--- config.mk ---
export PLATFORM = sky130hd
export DESIGN_NAME = pipe_ctrl_flat
export DESIGN_NICKNAME = d
export VERILOG_FILES = /design/src/rtl/pipe_ctrl_if.sv /design/src/rtl/pipe_ctrl.sv /design/src/flat_wrapper.sv
export SDC_FILE = /design/constraint.sdc
export NUM_CORES = 1
export LEC_CHECK = 0
export CORE_MARGIN = 8
export CORE_UTILIZATION = 25
export DETAILED_ROUTE_END_ITERATION = 8
export PLACE_DENSITY = 0.51
export RECOVER_POWER = 50
export SLEW_MARGIN = 20
export SYNTH_ARGS = -nofsm -noshare
export SYNTH_HDL_FRONTEND = slang
export SYNTH_SLANG_ARGS = --single-unit
--- constraint.sdc ---
create_clock -name clk -period 2.85 [get_ports clk]
set_clock_uncertainty 0.1 [all_clocks]
set_input_delay 0.285 -clock clk [delete_from_list [all_inputs] [get_ports clk]]
set_output_delay 0.285 -clock clk [all_outputs]
set_load 0.005 [all_outputs]
--- src/rtl/pipe_ctrl_if.sv ---
// Control bundle between the pipeline controller and the if/id/ex datapath.
// master = controller side, slave = datapath side.
interface pipe_ctrl_if #(
    parameter int CNT_W = 16
);
    logic             jump_en_i;
    logic [31:0]      jump_addr_i;
    logic             hold_req_i;
    logic [4:0]       id_rs1_addr_i;
    logic [4:0]       id_rs2_addr_i;
    logic [4:0]       ex_rd_addr_i;
    logic             ex_reg_wen_i;
    logic             jump_en_o;
    logic [31:0]      jump_addr_o;
    logic             hold_pc_o;
    logic             hold_if_id_o;
    logic             hold_id_ex_o;
    logic             flush_if_id_o;
    logic             flush_id_ex_o;
    logic [CNT_W-1:0] flush_cnt_o;
    logic [CNT_W-1:0] stall_cnt_o;

    modport master (
        input  jump_en_i, jump_addr_i, hold_req_i, id_rs1_addr_i, id_rs2_addr_i,
               ex_rd_addr_i, ex_reg_wen_i,
        output jump_en_o, jump_addr_o, hold_pc_o, hold_if_id_o, hold_id_ex_o,
               flush_if_id_o, flush_id_ex_o, flush_cnt_o, stall_cnt_o
    );

    modport slave (
        output jump_en_i, jump_addr_i, hold_req_i, id_rs1_addr_i, id_rs2_addr_i,
               ex_rd_addr_i, ex_reg_wen_i,
        input  jump_en_o, jump_addr_o, hold_pc_o, hold_if_id_o, hold_id_ex_o,
               flush_if_id_o, flush_id_ex_o, flush_cnt_o, stall_cnt_o
    );
endinterface

--- src/rtl/pipe_ctrl.sv ---
// Pipeline hold/flush sequencer: redirect, external hold and RAW-hazard bubbles.
// Outputs are combinational (same cycle); external hold freezes the whole front end.
module pipe_ctrl #(
    parameter int STALL_CYCLES = 1,
    parameter int CNT_W        = 16
) (
    input  logic        clk,
    input  logic        rst,
    pipe_ctrl_if.master bus
);
    localparam logic [1:0] RUN   = 2'd0;
    localparam logic [1:0] STALL = 2'd1;
    localparam logic [1:0] HOLD  = 2'd2;
    localparam logic [1:0] JPEND = 2'd3;
    localparam logic [3:0] STALL_INIT = 4'(STALL_CYCLES - 1);

    logic [1:0]       state, state_n;
    logic [3:0]       cnt, cnt_n;
    logic             pend_vld, pend_vld_n;
    logic [31:0]      pend_addr, pend_addr_n;
    logic             ret_stall, ret_stall_n;
    logic [CNT_W-1:0] flush_cnt, stall_cnt;

    logic        hazard;
    logic        jump_c, hold_pc_c, hold_if_id_c, hold_id_ex_c;
    logic        flush_if_id_c, flush_id_ex_c, bubble_c;
    logic [31:0] addr_c;

    assign hazard = bus.ex_reg_wen_i && (bus.ex_rd_addr_i != 5'd0) &&
                    ((bus.ex_rd_addr_i == bus.id_rs1_addr_i) ||
                     (bus.ex_rd_addr_i == bus.id_rs2_addr_i));

    always_comb begin
        state_n       = state;
        cnt_n         = cnt;
        pend_vld_n    = pend_vld;
        pend_addr_n   = pend_addr;
        ret_stall_n   = ret_stall;
        jump_c        = 1'b0;
        addr_c        = 32'd0;
        hold_pc_c     = 1'b0;
        hold_if_id_c  = 1'b0;
        hold_id_ex_c  = 1'b0;
        flush_if_id_c = 1'b0;
        flush_id_ex_c = 1'b0;
        bubble_c      = 1'b0;
        case (state)
            RUN, STALL: begin
                if (bus.hold_req_i) begin
                    hold_pc_c    = 1'b1;
                    hold_if_id_c = 1'b1;
                    hold_id_ex_c = 1'b1;
                    if (bus.jump_en_i) begin
                        pend_vld_n  = 1'b1;
                        pend_addr_n = bus.jump_addr_i;
                    end
                    ret_stall_n = (state == STALL);
                    state_n     = HOLD;
                end else if (bus.jump_en_i) begin
                    jump_c        = 1'b1;
                    addr_c        = bus.jump_addr_i;
                    flush_if_id_c = 1'b1;
                    flush_id_ex_c = 1'b1;
                    cnt_n         = 4'd0;
                    state_n       = RUN;
                end else if ((state == STALL) || hazard) begin
                    bubble_c      = 1'b1;
                    hold_pc_c     = 1'b1;
                    hold_if_id_c  = 1'b1;
                    flush_id_ex_c = 1'b1;
                    if (state == RUN) begin
                        if (STALL_CYCLES > 1) begin
                            cnt_n   = STALL_INIT;
                            state_n = STALL;
                        end
                    end else begin
                        cnt_n = cnt - 4'd1;
                        if (cnt == 4'd1) state_n = RUN;
                    end
                end
            end
            HOLD: begin
                hold_pc_c    = 1'b1;
                hold_if_id_c = 1'b1;
                hold_id_ex_c = 1'b1;
                // Latest redirect wins, including one arriving in the exit cycle.
                if (bus.jump_en_i) begin
                    pend_vld_n  = 1'b1;
                    pend_addr_n = bus.jump_addr_i;
                end
                if (!bus.hold_req_i) begin
                    ret_stall_n = 1'b0;
                    if (pend_vld || bus.jump_en_i) state_n = JPEND;
                    else if (ret_stall)            state_n = STALL;
                    else                           state_n = RUN;
                end
            end
            JPEND: begin
                jump_c        = 1'b1;
                addr_c        = pend_addr;
                flush_if_id_c = 1'b1;
                flush_id_ex_c = 1'b1;
                pend_vld_n    = 1'b0;
                ret_stall_n   = 1'b0;
                cnt_n         = 4'd0;
                state_n       = RUN;
            end
            default: state_n = RUN;
        endcase
    end

    always_ff @(posedge clk) begin
        if (rst) begin
            state     <= RUN;
            cnt       <= 4'd0;
            pend_vld  <= 1'b0;
            pend_addr <= 32'd0;
            ret_stall <= 1'b0;
            flush_cnt <= '0;
            stall_cnt <= '0;
        end else begin
            state     <= state_n;
            cnt       <= cnt_n;
            pend_vld  <= pend_vld_n;
            pend_addr <= pend_addr_n;
            ret_stall <= ret_stall_n;
            if (jump_c && (flush_cnt != '1))   flush_cnt <= flush_cnt + 1'b1;
            if (bubble_c && (stall_cnt != '1)) stall_cnt <= stall_cnt + 1'b1;
        end
    end

    assign bus.jump_en_o     = !rst && jump_c;
    assign bus.jump_addr_o   = rst ? 32'd0 : addr_c;
    assign bus.hold_pc_o     = !rst && hold_pc_c;
    assign bus.hold_if_id_o  = !rst && hold_if_id_c;
    assign bus.hold_id_ex_o  = !rst && hold_id_ex_c;
    assign bus.flush_if_id_o = !rst && flush_if_id_c;
    assign bus.flush_id_ex_o = !rst && flush_id_ex_c;
    assign bus.flush_cnt_o   = flush_cnt;
    assign bus.stall_cnt_o   = stall_cnt;
endmodule

--- src/flat_wrapper.sv ---
// flat-port wrapper written by rule: the top's interface ports become plain ports
module pipe_ctrl_flat 
#(
    parameter int STALL_CYCLES = 1,
    parameter int CNT_W        = 16
)
  (clk, rst, bus_jump_en_i, bus_jump_addr_i, bus_hold_req_i, bus_id_rs1_addr_i, bus_id_rs2_addr_i, bus_ex_rd_addr_i, bus_ex_reg_wen_i, bus_jump_en_o, bus_jump_addr_o, bus_hold_pc_o, bus_hold_if_id_o, bus_hold_id_ex_o, bus_flush_if_id_o, bus_flush_id_ex_o, bus_flush_cnt_o, bus_stall_cnt_o);
  pipe_ctrl_if #(.CNT_W(CNT_W)) bus_i ();
  input  logic clk;
  input  logic rst;
  input wire logic [$bits(bus_i.jump_en_i)-1:0] bus_jump_en_i;
  input wire logic [$bits(bus_i.jump_addr_i)-1:0] bus_jump_addr_i;
  input wire logic [$bits(bus_i.hold_req_i)-1:0] bus_hold_req_i;
  input wire logic [$bits(bus_i.id_rs1_addr_i)-1:0] bus_id_rs1_addr_i;
  input wire logic [$bits(bus_i.id_rs2_addr_i)-1:0] bus_id_rs2_addr_i;
  input wire logic [$bits(bus_i.ex_rd_addr_i)-1:0] bus_ex_rd_addr_i;
  input wire logic [$bits(bus_i.ex_reg_wen_i)-1:0] bus_ex_reg_wen_i;
  output wire logic [$bits(bus_i.jump_en_o)-1:0] bus_jump_en_o;
  output wire logic [$bits(bus_i.jump_addr_o)-1:0] bus_jump_addr_o;
  output wire logic [$bits(bus_i.hold_pc_o)-1:0] bus_hold_pc_o;
  output wire logic [$bits(bus_i.hold_if_id_o)-1:0] bus_hold_if_id_o;
  output wire logic [$bits(bus_i.hold_id_ex_o)-1:0] bus_hold_id_ex_o;
  output wire logic [$bits(bus_i.flush_if_id_o)-1:0] bus_flush_if_id_o;
  output wire logic [$bits(bus_i.flush_id_ex_o)-1:0] bus_flush_id_ex_o;
  output wire logic [$bits(bus_i.flush_cnt_o)-1:0] bus_flush_cnt_o;
  output wire logic [$bits(bus_i.stall_cnt_o)-1:0] bus_stall_cnt_o;
  assign bus_i.jump_en_i = bus_jump_en_i;
  assign bus_i.jump_addr_i = bus_jump_addr_i;
  assign bus_i.hold_req_i = bus_hold_req_i;
  assign bus_i.id_rs1_addr_i = bus_id_rs1_addr_i;
  assign bus_i.id_rs2_addr_i = bus_id_rs2_addr_i;
  assign bus_i.ex_rd_addr_i = bus_ex_rd_addr_i;
  assign bus_i.ex_reg_wen_i = bus_ex_reg_wen_i;
  assign bus_jump_en_o = bus_i.jump_en_o;
  assign bus_jump_addr_o = bus_i.jump_addr_o;
  assign bus_hold_pc_o = bus_i.hold_pc_o;
  assign bus_hold_if_id_o = bus_i.hold_if_id_o;
  assign bus_hold_id_ex_o = bus_i.hold_id_ex_o;
  assign bus_flush_if_id_o = bus_i.flush_if_id_o;
  assign bus_flush_id_ex_o = bus_i.flush_id_ex_o;
  assign bus_flush_cnt_o = bus_i.flush_cnt_o;
  assign bus_stall_cnt_o = bus_i.stall_cnt_o;
  pipe_ctrl #(.STALL_CYCLES(STALL_CYCLES), .CNT_W(CNT_W)) u_core (.clk(clk), .rst(rst), .bus(bus_i));
endmodule
* Yosys cells after proc, flatten, opt, wreduce, memory -nomap -nowiden
Index checks and enable logic that the tools add are counted.
Word-level totals: input port bits 52, output and inout port bits 70, bits in registers 72, word-level logic and storage cells 88
Cells by class: add/subtract/negate cells 3, eq/ne operators 16, reductions and logical operators 21, muxes and demuxes 41
Operators with widths (number):
- 2-to-1 mux 32 bit | 5
- case mux 32 bit (2 select lines) | 2
- adder 16 x 1 -> 16 bit, second input constant | 2
- != test 16 bit, second input constant | 2
- 2-to-1 mux 4 bit | 4
- 2-to-1 mux 1 bit | 15
- 2-to-1 mux 2 bit | 7
- == test 5 bit | 2
- logical AND 1 bit | 8
- != test 4 x 3 -> 1 bit, second input constant | 2
- case mux 1 bit (2 select lines) | 4
- case mux 4 bit (2 select lines) | 1
- AND reduction 4 bit | 2
- != test 2 bit, second input constant | 3
- case mux 1 bit (3 select lines) | 2
- case mux 2 bit (3 select lines) | 1
- nonzero test 5 bit | 1
- == test 2 bit, second input constant | 2
- == test 4 x 1 -> 1 bit, second input constant | 1
- != test 4 bit, second input constant | 1
- AND reduction 2 bit | 2
- nonzero test 2 bit | 2
- subtractor 4 x 1 -> 4 bit, second input constant | 1
- logical OR 1 bit | 3
- 6 further kinds | 6

* Depth between registers and ports, before layout
Gate-level depths: netlist of the first run.
depth in word-level cells 9, gate-level depth with buffers 8, depth with buffers taken out 7

* Worst setup path after synthesis of the first run
Ideal clock, no wire load.
path type register to register, start point register u_core.stall_cnt[0], in the netlist u_core.bus.stall_cnt_o[0], end point register u_core.stall_cnt[6], in the netlist u_core.bus.stall_cnt_o[6], data required time 2680 ps, arrival time 2069 ps, path buffers 2, cell stages (with the launch flop) 9, period minus slack after synthesis 2239 ps, library setup time 70 ps, path slack 611 ps, cells stage by stage dfxtp_1 > ha_1 > and4_4 > and3_1 > clkbuf_1 > or3_1 > buf_2 > or3_1 > a21oi_1
Between the ends: word-level cells in the longest chain between the ends 2, elaborated cells on any way between the ends 3, classes of those cells add/sub: 1; eq/ne: 1; reduce/logical: 1
Ends and longest elaborated chain:
- start: declaration | RTL line pipe_ctrl.sv:22 | logic [CNT_W-1:0] flush_cnt, stall_cnt;
- start signal: assignment | RTL line pipe_ctrl.sv:128 | if (bubble_c && (stall_cnt != '1)) stall_cnt <= stall_cnt + 1'b1;
- branches (longest 2 deep; another with adder 16 x 1 -> 16 bit)
Several ways; the timed one is not identified. A chain may end at the register's enable or synchronous reset.

* Worst setup path in the final report of the first run
start point input port bus_ex_rd_addr_i[0], end point output port bus_hold_pc_o
Between the ends: word-level cells in the longest chain between the ends 9, elaborated cells on any way between the ends 12, classes of those cells eq/ne: 2; mux: 4; reduce/logical: 6
Ends and longest elaborated chain:
- start: declaration | RTL line flat_wrapper.sv:16 | input wire logic [$bits(bus_i.ex_rd_addr_i)-1:0] bus_ex_rd_addr_i;
- == test 5 bit (tied with other cells) | RTL line pipe_ctrl.sv:30 | ((bus.ex_rd_addr_i == bus.id_rs1_addr_i) ||
- logical OR 1 bit or logical AND 1 bit (tied branches) | RTL line pipe_ctrl.sv:30, pipe_ctrl.sv:29
- logical AND 1 bit * | RTL line pipe_ctrl.sv:29 | assign hazard = bus.ex_reg_wen_i && (bus.ex_rd_addr_i != 5'd0) &&
- logical OR 1 bit * | RTL line pipe_ctrl.sv:66 | end else if ((state == STALL) || hazard) begin
- 2-to-1 mux 1 bit * | RTL line pipe_ctrl.sv:66
- 2-to-1 mux 1 bit * | RTL line pipe_ctrl.sv:59 | end else if (bus.jump_en_i) begin
- 2-to-1 mux 1 bit * | RTL line pipe_ctrl.sv:49 | if (bus.hold_req_i) begin
- case mux 1 bit (2 select lines) * | RTL line pipe_ctrl.sv:47 | case (state)
- logical AND 1 bit * | RTL line pipe_ctrl.sv:134 | assign bus.hold_pc_o = !rst && hold_pc_c;
- end: declaration | RTL line flat_wrapper.sv:20 | output wire logic [$bits(bus_i.hold_pc_o)-1:0] bus_hold_pc_o;
Every way passes the cells marked *; elsewhere a longest branch is shown, timed or not.

==> summary.md, run 1 <==
| Metric | Value |
|---|---|
| Fin crit period | 2.77 ns |
| Run status | finished, final reports clean |
| Critical path endpoint category | output pin |
| DRC viols | 0 |
| Slowest stage cell on the critical path | or4_4 |
| Post-Syn Area per Cell | between 7 and 8 µm² |
| Worst Setup Path Type | in2out |
| Initial Util | 0.253 |
| Clk_lat worst skew | 0.33 ns |
| Unrepaired setup endpoints after global routing | no |
| Core Area | 0.0144 mm² |
| Final hold violation count | 0 |
| Crit path cell chain | clkdlybuf4s50_1 -> or4_4 -> o21ai_2 -> o22ai_2 -> nor3_2 -> nor3_2 -> buf_4 -> clkdlybuf4s50_1 |
| Layout cell share with drive strength beyond 1 | 0.0811 |
| CTS buffer count | 9 |
| Max FO, Critical Path | 3 |
| Worst rel slew slack | 0.552 |
| Count of cell types in the netlist | 44 |
| Reg clk slew, reported paths | 0.06 ns |
| Final hold slack | 0.124 ns |
| DRT Wirelength | about 11000 µm |
| Detail Route Antenna Nets | 0 |
| Initial DRC count | approximately 120 |
| Final global-route overflow total | 0 |
| Share of the synthesized area in the top cell type | 0.396 |
| Crit path required time | 2.47 ns |
| CP Data Arrival Time | around 2.4 ns |
| Vias/cell | 4.77 |
| Pre-CTS setup slack | -0.107 ns |
| Ranking of synthesized cells by area | dfxtp_1 40%, nand2_1 7.9%, nor2_1 7.7% |
| Fmax | 0.361 GHz |
| FF-to-FF setup slack | 0.48 ns |
| Final worst path period share | 0.971 |
| CTS tree | built |
| Crit start category | input pin |
| Sink Count | 72 |
| Netlist Area Pre-Place | 0.00364 mm² |
| Vias in the first global route | approximately 3600 |
| Worst Tran Pin Value | 0.672 ns |
| Power per cell area | 446 mW/mm² |
| CP peak stage delay | around 0.57 ns |
| Global Route Usage Sum | 0.122 |
| Fin. max-slew vios | 0 |
| DRT Pass-1 Iters | 4 |
| Largest net degree at the start of global routing | 41 |
| Via count | approximately 3800 |
| Largest area contributor in the netlist | dfxtp_1 |
| Net Count, Synth | between 500 and 600 |
| Hold WC Path Type | in2reg |
| Syn. warnings | 0 |
| P_leak | about 2.0 nW |
| Ys async rst share | 0 |
| CTS Buffer Depth | 2 |
| Initial antenna violation count | 0 |
| First-pass GRT wire length | 18400 µm |
| MaxCap Viol Count | 0 |
| Post-DP HPWL | 8240 µm |
| Area Overhead vs Synth | 48.6% |
| Ys flop type | dfxtp_1 |
| Die W | 137 µm |
| Fin worst setup slack | 0.0831 ns |
| # nets final | between 600 and 700 |
| Count of input and output buffers | 121 |
| Die height | 137 µm |
| Die ar. | around 0.019 mm² |
| Syn Inst Count | 480 |
| Root buf cell | clkbuf_16 |
| Max VDD drop | 0.195 mV |
| H-tree Lvls | 3 |
| WL/cell | between 10 and 15 µm |
| IO Pins | 122 |
| Post-synth EDFFs | 0 |
| Row count | 44 |
| Routability Congestion | ~0.78 |
| Inserted Diodes | 0 |
| Final setup vio count | 0 |
| Synth Register Bits | 72 |
| Seq/Total Area, Yosys | 0.396 |
cell families (layout without fill, tap and decap cells):
logic type | count (synthesis) | in the layout | share of synthesized area
DFF | 72 | 72 | 0.396
and+or+nand+nor | 221 | 221 | 0.276
AOI/OAI and AO/OA | 104 | 104 | 0.180
muxes | 3 | 3 | 0.00825
xor gates and xnor gates | 33 | 33 | 0.0794
buffers and inverters | 43 | 167 | 0.0468
adders and majority gates | 4 | 4 | 0.0138
worst paths after layout:
kind / from / endpoint / cells after the start
min reg2reg: u_core.pend_addr[23] / u_core.pend_addr[23] / 2
min: rst / u_core.bus.stall_cnt_o[9] / 2
max reg2reg: u_core.bus.stall_cnt_o[0] / u_core.bus.stall_cnt_o[3] / 7
max: bus_ex_rd_addr_i[0] / bus_hold_pc_o / 8
registers in the layout (all words and copies together) (netlist names):
| register | flops |
|---|---|
| u_core.pend_addr | 32 |
| u_core.cnt | 4 |
| u_core.pend_vld | 1 |
| u_core.bus.flush_cnt_o | 16 |
| u_core.ret_stall | 1 |
| u_core.state | 2 |
| u_core.bus.stall_cnt_o | 16 |
power by group:
group	total, W	switching [W]	internal, W	leakage, nW
Sequential	0.00106	0.0000220	0.00104	0.585
Combinational	0.000318	0.000161	0.000157	1.26
Clock	0.00103	0.000446	0.000587	0.123
through the flow:
step           cell area (µm²)  std cells  utilization  power [W]  setup TNS, ns
2_1_floorplan             3640        480            -    0.00123              0
3_3_place_gp              5110        772        0.356    0.00140              0
3_5_place_dp              5110        772        0.356    0.00140         -0.212
4_1_cts                   5400        788        0.376    0.00246              0
5_1_grt                   5410        788        0.376    0.00254              0
6_report                  5410        788        0.376    0.00241              0
routing by layer:
| metal | vias to the layer above | track usage | part of all wire |
|---|---|---|---|
| li1 | 1903 | - | - |
| met1 | 1753 | 0.146 | 0.44 |
| met2 | 88 | 0.203 | 0.48 |
| met3 | 17 | 0.0297 | 0.061 |
| met4 | 0 | 0.0513 | 0.018 |
| met5 | - | 0 | 0 |
critical path, delay by kind of cell:
family | cells | cell delay (ns)
AO/OA/AOI/OAI | 2 | 0.27
buffers and inverters | 3 | 1.06
AND/OR/NAND/NOR | 3 | 0.77
Yosys cell counts, types with 7 or more instances:
| master | instances |
|---|---|
| inv_1 | 10 |
| clkbuf_1 | 25 |
| nand4_1 | 8 |
| dfxtp_1 | 72 |
| nand3_1 | 11 |
| a21oi_1 | 49 |
| xnor2_1 | 14 |
| and3_1 | 7 |
| nand2_1 | 77 |
| a22oi_1 | 34 |
| xor2_1 | 19 |
| nor3_1 | 12 |
| nor2_1 | 75 |
cell usage in the layout (no fill, tap or decap), drive strengths merged, types with 5 or more instances in the layout:
| master | count |
|---|---|
| nand3 | 11 |
| dfxtp | 72 |
| a21oi | 49 |
| a22oi | 34 |
| and2 | 5 |
| clkbuf | 12 |
| nor3 | 12 |
| xor2 | 19 |
| nor2 | 75 |
| dlygate4sd3 | 33 |
| nor4 | 6 |
| or3 | 5 |
| nand4 | 8 |
| o21ai | 6 |
| and3 | 8 |
| clkdlybuf4s50 | 87 |
| xnor2 | 14 |
| buf | 18 |
| inv | 10 |
| nand2 | 77 |
area by class of cell:
type | count | area, µm²
fill | 1436 | 8960
sequential | 72 | 1440
multi-input combinational | 365 | 2070
clock buffer | 9 | 225
clock inverter | 7 | 48.8
inverter | 10 | 37.5
timing repair buffer | 141 | 1360
tap | 184 | 230
timing repair:
action	CTS	global route
hold buffers	0	0
buffers inserted	0	0
gates resized for setup	4	3
hold endpoints to repair	0	0
endpoints found under the setup margin	2	2
(Power assumes the default switching activity.)
==> run 2, diff against run 1 <==
CAP_MARGIN = 20   (was default)
==> results of run 2 <==
Same layout as run 1: the final DEF is identical, and so are final timing and power.
